`src/rtl/stopwatch_button_cond_if.sv`:
```
// Button conditioner signal bundle: raw pad input plus the conditioned level and event pulses.
// The slave modport is the conditioner; the master modport is whatever consumes its outputs.
interface stopwatch_button_cond_if;
  logic btn_raw;
  logic btn_level;
  logic press_pulse;
  logic release_pulse;
  logic long_pulse;

  modport master (
    output btn_raw,
    input  btn_level,
    input  press_pulse,
    input  release_pulse,
    input  long_pulse
  );

  modport slave (
    input  btn_raw,
    output btn_level,
    output press_pulse,
    output release_pulse,
    output long_pulse
  );
endinterface

```
`src/rtl/stopwatch_button_cond.sv`:
```
// Synchronises and debounces one push-button, then emits the level, press/release pulses
// and a one-shot long-press pulse for the stopwatch control FSMs.
module stopwatch_button_cond #(
  parameter int unsigned SYNC_STAGES     = 2,
  parameter int unsigned DEBOUNCE_CYCLES = 1_000_000,
  parameter int unsigned LONG_CYCLES     = 200_000_000
) (
  input  logic                    clk,
  input  logic                    reset,
  stopwatch_button_cond_if.slave  btn
);

  localparam int unsigned DB_W = (DEBOUNCE_CYCLES > 1) ? $clog2(DEBOUNCE_CYCLES) : 1;
  localparam int unsigned LG_W = (LONG_CYCLES > 1) ? $clog2(LONG_CYCLES) : 1;
  localparam logic [DB_W-1:0] DB_LAST = DB_W'(DEBOUNCE_CYCLES - 1);
  localparam logic [LG_W-1:0] LG_LAST = LG_W'(LONG_CYCLES - 1);

  typedef enum logic [1:0] {IDLE, PRESS_WAIT, HELD, RELEASE_WAIT} state_t;

  logic [SYNC_STAGES-1:0] sync_q;
  logic                   s;
  state_t                 state_q, state_d;
  logic [DB_W-1:0]        db_q, db_d;
  logic [LG_W-1:0]        lg_q, lg_d;
  logic                   done_q, done_d;
  logic                   long_fire;
  logic                   level_q, press_q, release_q, long_q;

  // Input synchroniser; the pad is asynchronous to clk.
  always_ff @(posedge clk) begin
    if (reset) sync_q <= '0;
    else       sync_q <= {sync_q[SYNC_STAGES-2:0], btn.btn_raw};
  end

  assign s = sync_q[SYNC_STAGES-1];

  always_ff @(posedge clk) begin
    if (reset) begin
      state_q <= IDLE;
      db_q    <= '0;
      lg_q    <= '0;
      done_q  <= 1'b0;
    end else begin
      state_q <= state_d;
      db_q    <= db_d;
      lg_q    <= lg_d;
      done_q  <= done_d;
    end
  end

  // Long counting runs on every HELD cycle, including the one that starts a release,
  // so a terminal count reached on that cycle still fires in the first RELEASE_WAIT cycle.
  always_comb begin
    state_d   = state_q;
    db_d      = db_q;
    lg_d      = lg_q;
    done_d    = done_q;
    long_fire = 1'b0;
    case (state_q)
      IDLE: begin
        if (s) begin
          state_d = PRESS_WAIT;
          db_d    = '0;
        end
      end
      PRESS_WAIT: begin
        if (!s) begin
          state_d = IDLE;
        end else if (db_q == DB_LAST) begin
          state_d = HELD;
          lg_d    = '0;
          done_d  = 1'b0;
        end else begin
          db_d = db_q + DB_W'(1);
        end
      end
      HELD: begin
        if (!s) begin
          state_d = RELEASE_WAIT;
          db_d    = '0;
        end
        if (!done_q) begin
          if (lg_q == LG_LAST) begin
            done_d    = 1'b1;
            long_fire = 1'b1;
          end else begin
            lg_d = lg_q + LG_W'(1);
          end
        end
      end
      RELEASE_WAIT: begin
        if (s) begin
          state_d = HELD;
        end else if (db_q == DB_LAST) begin
          state_d = IDLE;
        end else begin
          db_d = db_q + DB_W'(1);
        end
      end
      default: state_d = IDLE;
    endcase
  end

  // Registered outputs derived from the upcoming state transition.
  always_ff @(posedge clk) begin
    if (reset) begin
      level_q   <= 1'b0;
      press_q   <= 1'b0;
      release_q <= 1'b0;
      long_q    <= 1'b0;
    end else begin
      level_q   <= (state_d == HELD) || (state_d == RELEASE_WAIT);
      press_q   <= (state_q == PRESS_WAIT) && (state_d == HELD);
      release_q <= (state_q == RELEASE_WAIT) && (state_d == IDLE);
      long_q    <= long_fire;
    end
  end

  assign btn.btn_level     = level_q;
  assign btn.press_pulse   = press_q;
  assign btn.release_pulse = release_q;
  assign btn.long_pulse    = long_q;

endmodule
```
`src/flat_wrapper.sv`:
```
// flat-port wrapper written by rule: the top's interface ports become plain ports
module stopwatch_button_cond_flat 
#(
  parameter int unsigned SYNC_STAGES     = 2,
  parameter int unsigned DEBOUNCE_CYCLES = 1_000_000,
  parameter int unsigned LONG_CYCLES     = 200_000_000
)
  (clk, reset, btn_btn_raw, btn_btn_level, btn_press_pulse, btn_release_pulse, btn_long_pulse);
  stopwatch_button_cond_if btn_i ();
  input  logic clk;
  input  logic reset;
  input wire logic [$bits(btn_i.btn_raw)-1:0] btn_btn_raw;
  output wire logic [$bits(btn_i.btn_level)-1:0] btn_btn_level;
  output wire logic [$bits(btn_i.press_pulse)-1:0] btn_press_pulse;
  output wire logic [$bits(btn_i.release_pulse)-1:0] btn_release_pulse;
  output wire logic [$bits(btn_i.long_pulse)-1:0] btn_long_pulse;
  assign btn_i.btn_raw = btn_btn_raw;
  assign btn_btn_level = btn_i.btn_level;
  assign btn_press_pulse = btn_i.press_pulse;
  assign btn_release_pulse = btn_i.release_pulse;
  assign btn_long_pulse = btn_i.long_pulse;
  stopwatch_button_cond #(.SYNC_STAGES(SYNC_STAGES), .DEBOUNCE_CYCLES(DEBOUNCE_CYCLES), .LONG_CYCLES(LONG_CYCLES)) u_core (.clk(clk), .reset(reset), .btn(btn_i));
endmodule
```
`config.mk`:
```
export PLATFORM = sky130hd
export DESIGN_NAME = stopwatch_button_cond_flat
export DESIGN_NICKNAME = d
export VERILOG_FILES = /design/src/rtl/stopwatch_button_cond_if.sv /design/src/rtl/stopwatch_button_cond.sv /design/src/flat_wrapper.sv
export SDC_FILE = /design/constraint.sdc
export NUM_CORES = 1
export LEC_CHECK = 0
export ABC_AREA = 0
export CORE_ASPECT_RATIO = 1.4
export CORE_UTILIZATION = 40
export CTS_BUF_LIST = sky130_fd_sc_hd__clkbuf_4 sky130_fd_sc_hd__clkbuf_8
export DETAILED_ROUTE_END_ITERATION = 8
export MAX_ROUTING_LAYER = met4
export PLACE_DENSITY = 0.69
export SLEW_MARGIN = 0
export SYNTH_ARGS = -nofsm -noshare
export SYNTH_HDL_FRONTEND = slang
export SYNTH_SLANG_ARGS = --single-unit
```
`constraint.sdc`:
```
create_clock -name clk -period 2.26 [get_ports clk]
set_input_delay 0.226 -clock clk [delete_from_list [all_inputs] [get_ports clk]]
set_output_delay 0.226 -clock clk [all_outputs]
set_load 0.02 [all_outputs]
```
==> run metrics, run 1 <==
pin count of the biggest net entering global routing=55; vias=2757; Syn Nets=368; Setup CP Type=reg2reg; drt pass-1 iters=4; worst slew pin tran=0.415 ns; synthesized area=3000 sq um; Core ar.=7310 sq um; vias per cell=5.88; Num CTS Buffers=9; Initial Utilization=41.0%; Clock power frac=35.1%; worst-path maximum fanout=9; WL per Instance=14.0 microns; top_reg_cell synth=dfxtp_1; CTS clock-pin slew for the worst setup and hold paths=0.07 ns; crit path setup slack, layout=0.0718 ns; layout cell share with drive strength beyond 1=12.9%; Sw Share=33.6%; total number of yosys warnings=0; setup slack at placement=0.0327 ns; Seq/Total Area, Yosys=38.0%; Buffers on Ports=6; initial antenna violation count=0; largest family of logic cells by synthesized area=simple AND/OR/NAND/NOR gates; DRC Markers=0; top area cells in the synthesized netlist=dfxtp_1 (38%), a21oi_1 (8.3%), or4_1 (7.8%), o31ai_1 (7.3%), nand3_1 (3.0%); Die X-Extent=75.2 microns; max cap viols=0; Root Driver=clkbuf_8; Fmax achieved=457 MHz; I/O pin count=7; fillcell total=743; area leader, netlist=dfxtp_1; GRT overflow=0; multiplexer share of the synthesized area=0.333%; endpoints failing setup=0; crit share post-route=96.8%; final hold vios=0; Crit path arrival time=2.44 ns; Logic pwr share=30.3%; startpoint types=flip-flop; ys async rst share=0%; P&R area growth vs syn=14.6%; XOR/XNOR Fraction of Synth Area=0%; Final Skew=0.0102 ns; FF+latch count, synth=57; Die Y=104 microns; Routed WL=6590 microns; # rows=37; Compound-Gate Fraction of Synth Area=23.4%; worst hold margin=0.446 ns; clk buf depth=2; max-slew violations=0; die area=7860 sq um; Post-synth EDFFs=0; Register Area=1140 sq um; Design Power=3.08 mW; Max transition margin=72.3%; GRT Util Overall=19.2%; Synth Area in Simple Gates=30.1%; switching power=1.04 mW; worst vdd ir=571 uV; CTS sink count=57; Final #Nets=376; Synth Area in Adders=2.50%; mean post-synth cell area=8.36 sq um; vias in the first global route=2615; outcome=finished clean; H-tree Lvls=3; global-route wire length before repair=11500 microns; DR iter-0 viols=235; Sequential Power Share=34.6%; Period minus WS final=2.19 ns; Yosys top cell area share=38.0%; Multi-input gate area=1710 sq um; TritonCTS clock tree=done; CP endpoint kind=flip-flop; critical path required time=2.51 ns; CTS Hold Bufs=0; Mapped Cells=359; diode count=0; Pwr Density=896 nW/um^2; detailed placement HPWL=4490 microns; Hold Path Class=reg2reg; GPL Wtd Cong=0.839; antenna viol nets, final=0; internal cell power=2.05 mW; Netlist cell types=50; Skew-Pair Late Insertion Delay=0.33 ns; Leak=1.04 nW
==> metal layers <==
metal | vias up | GRT usage [%] | part of all wire [%]
li1 | 1402 | - | -
met1 | 1329 | 21.3 | 44
met2 | 19 | 32.5 | 52
met3 | 7 | 4.65 | 2.1
met4 | 0 | 7.41 | 1.5
met5 | - | - | 0
==> kinds of logic after synthesis <==
family | after synthesis
flops | 57
fa+ha+maj | 6
compound gates | 113
simple gates | 148
buf+inv | 34
mux | 1
==> cell usage after synthesis, types with 11 or more instances <==
master and n:
or3_1 13, nand3_1 18, or4_1 31, inv_1 11
nand2_1 24, a21oi_1 50, o31ai_1 29, nand4_1 12
nor2_1 12, o21ai_0 15, clkbuf_1 14, dfxtp_1 57
==> per-stage QoR <==
| stage | area (sq um) | TNS, ns | instances | util, % |
|---|---|---|---|---|
| global placement | 3190 | 0 | 452 | 43.6 |
| floorplan | 3000 | 0 | 359 | - |
| finish | 3440 | 0 | 469 | 47.0 |
| global route | 3440 | -0.0123 | 469 | 47.0 |
| CTS | 3420 | 0 | 468 | 46.8 |
| detailed placement | 3190 | 0 | 452 | 43.6 |
==> state kept, by name, summed over array words and instances, names as in the netlist <==
name                      cells
u_core.state_q                2
u_core.btn.release_pulse      1
u_core.done_q                 1
u_core.btn.btn_level          1
u_core.lg_q                  28
u_core.btn.long_pulse         1
u_core.db_q                  20
u_core.sync_q                 2
u_core.btn.press_pulse        1
==> power by group through the flow <==
| stage | registers, mW | clock network (mW) | logic, mW |
|---|---|---|---|
| floorplan | 1.09 | 0 | 0.629 |
| global placement | 1.09 | 0 | 0.914 |
| detailed placement | 1.09 | 0 | 0.922 |
| CTS | 1.06 | 1.11 | 0.927 |
| global route | 1.07 | 1.16 | 1.03 |
| finish | 1.07 | 1.08 | 0.936 |
==> repair_timing <==
item	CTS	global route
resized for setup	0	4
setup buffers	0	1
setup endpoints to repair	0	11
==> critical path: stages, from the launching register on <==
cell,delay (ns)
dfxtp_1,0.39
inv_1,0.11
ha_2,0.22
or2_2,0.32
a311o_2,0.40
or4_1,0.51
a21oi_1,0.16
==> path summary, 6_finish.rpt <==
path,startpoint,endpoint,slack [ns],cells past startpoint
setup / recovery,u_core.state_q[1]$_SDFF_PP0_,u_core.db_q[19]$_SDFFE_PP0P_,0.07,6
hold / removal,u_core.sync_q[0]$_SDFF_PP0_,u_core.sync_q[1]$_SDFF_PP0_,0.45,1
setup reg to reg,u_core.state_q[1]$_SDFF_PP0_,u_core.db_q[19]$_SDFFE_PP0P_,0.07,6
hold reg to reg,u_core.sync_q[0]$_SDFF_PP0_,u_core.sync_q[1]$_SDFF_PP0_,0.45,1
==> layout by cell type (no fill, tap or decap), drive strengths merged, types with 3 or more instances in the layout <==
cell and n:
dfxtp 57, clkbuf 11, nand2 24, nand4 12, or4 31, or3 13
nor4b 3, and4 5, ha 6, a31o 3, nor3 6, a21oi 50
nor2b 3, o31ai 29, buf 14, clkdlybuf4s50 6, o21ai 17, and3 7
inv 11, nor2 12, nand3 19
==> cell type report <==
cell class,count,area share [%]
inverter,11,1.20
clock buffer,11,4.40
timing repair buffer,20,5.89
tap,97,3.53
sequential,57,33.2
clock inverter,5,2.25
multi-input combinational,268,49.6
Note: power is estimated with default switching activity, not from simulation.
==> inputs of run 2 (changes only) <==
CORE_MARGIN = 1.5   (was default)
MAX_ROUTING_LAYER = default   (was met4)
PLACE_DENSITY = 0.66   (was 0.69)
clock period = 2.71 ns   (was 2.26 ns; I/O delays follow)
==> run 2 against run 1 <==
First-iteration DRC count is 33% lower. Maximum frequency is 4.5% lower. Core utilization is 1.3 points lower. Critical path type unchanged. Highest routed layer unchanged.
==> run metrics, run 2 (synthesis gave the netlist of run 1 again) <==
internal cell power=1.59 mW; Max transition margin=67.2%; Hold Path Class=reg2reg; TritonCTS clock tree=done; Period minus WS final=2.29 ns; worst vdd ir=397 uV; Leak=1.01 nW; switching power=0.844 mW; Reg with most FFs=u_core.lg_q; WL per Instance=13.7 microns; startpoint types=flip-flop; critical-path cell list=inv_1 > ha_1 > or4bb_1 > nor4_1 > and4_1 > buf_4 > or4_1 > a21oi_1; Post-CTS Setup Bufs=0; initial antenna violation count=0; critical path required time=2.92 ns; die area=8040 sq um; Hold Path Depth=1; sum of negative setup slack=0 ns; Pwr Density=726 nW/um^2; vias=2709; crit share post-route=84.5%; CP endpoint kind=flip-flop; P&R area growth vs syn=11.5%; antenna viol nets, final=0; # rows=37; CTS resizes=0; top flop regs=u_core.lg_q (28), u_core.db_q (20); setup slack at placement=0.417 ns; commonest non-fill, non-tap cell in the layout=dfxtp_1; max-slew violations=0; endpoints failing setup=0; worst slew pin tran=0.488 ns; Setup CP Type=reg2reg; clk buf depth=2; RSZ-0062 raised after global routing=no; top layer in use=met4; Die Y=105 microns; worst-path maximum fanout=28; Skew-Pair Late Insertion Delay=0.34 ns; worst stage delay on the critical path=0.50 ns; Buffers & Inverters on Critical Path=2; crit path setup slack, layout=0.419 ns; Crit path arrival time=2.50 ns; Crit. path cell count=8; cell count of the worst reg-to-reg path=8; CTS sink count=57; Clock power frac=35.2%; Core ar.=7310 sq um; vias in the first global route=2588; drt pass-1 iters=4; highest-count cells in the layout ignoring fill and taps=dfxtp_1 (57), a21oi_1 (50), or4_1 (31); Die X-Extent=76.2 microns; Largest register FFs=28; Final #Nets=372; Logic pwr share=28.2%; DR iter-0 viols=157; diode count=0; outcome=finished clean; Sw Share=34.7%; GRT overflow=0; WL met1=2780 microns; I/O pin count=7; max cap viols=0; CTS Hold Bufs=0; Num CTS Buffers=9; Root Driver=clkbuf_8; Sequential Power Share=36.6%; DR WL met3=192 microns; GRT Util Overall=17.5%; CTS clock-pin slew for the worst setup and hold paths=0.07 ns; Final Skew=0.00875 ns; cell with the largest stage delay on the worst path=or4bb_1; final hold vios=0; pin count of the biggest net entering global routing=55; vias per cell=5.83; detailed placement HPWL=4320 microns; Buffers on Ports=6; global-route wire length before repair=11600 microns; layout cell share with drive strength beyond 1=10.9%; DRC Markers=0; GPL Wtd Cong=0.786; Initial Utilization=41.0%; CP delay by family, top=simple AND/OR/NAND/NOR gates; Routed WL=6380 microns; wire length on met2=3290 microns; Design Power=2.43 mW; Fmax achieved=436 MHz; H-tree Lvls=3
-- run 2: final cells by class --
| class | count | area [sq um] |
|---|---|---|
| clock buffers | 14 | 180 |
| flip-flops and latches | 57 | 1140 |
| repair buffers | 16 | 135 |
| multi-input cells | 268 | 1690 |
| inverters | 11 | 41.3 |
| clock inverters | 2 | 35.0 |
| fillers | 745 | 3970 |
| well taps | 97 | 121 |
-- run 2: worst reg2reg max path, delay by kind of cell, from the launching register on --
kind,cells,cell delay [ns]
DFF,1,0.34
AOI/OAI and AO/OA,1,0.06
adders and majority gates,1,0.30
buffers and inverters,2,0.35
and+or+nand+nor,4,1.12
-- run 2: worst paths after layout --
kind	slack (ns)	from	end
worst min register to register	0.46	u_core.sync_q[0]$_SDFF_PP0_	u_core.sync_q[1]$_SDFF_PP0_
worst min-delay path	0.46	u_core.sync_q[0]$_SDFF_PP0_	u_core.sync_q[1]$_SDFF_PP0_
worst max-delay path	0.42	u_core.state_q[0]$_SDFF_PP0_	u_core.lg_q[2]$_SDFFE_PP0P_
worst max register to register	0.42	u_core.state_q[0]$_SDFF_PP0_	u_core.lg_q[2]$_SDFFE_PP0P_
-- run 2: through the flow --
step                hold WS [ns]  instance area, sq um  utilization (%)  cells
finish                     0.457                  3350             45.8    465
global route               0.468                  3350             45.8    465
CTS                        0.462                  3350             45.8    465
detailed placement         0.451                  3130             42.8    449
global placement           0.420                  3130             42.8    449
floorplan                  0.343                  3000                -    359
-- run 2: metal layers --
layer | vias to the layer above | global-route usage (%)
met5 | - | 0
met4 | 0 | 6.88
met3 | 10 | 5.19
met2 | 25 | 30.3
met1 | 1288 | 20.2
li1 | 1386 | -
-- run 2: power groups by stage --
| stage | combinational (mW) | sequential, mW | clock [mW] |
|---|---|---|---|
| floorplan | 0.525 | 0.913 | 0 |
| global placement | 0.680 | 0.905 | 0 |
| detailed placement | 0.686 | 0.907 | 0 |
| CTS | 0.688 | 0.888 | 0.878 |
| global route | 0.772 | 0.892 | 0.917 |
| finish | 0.686 | 0.889 | 0.856 |
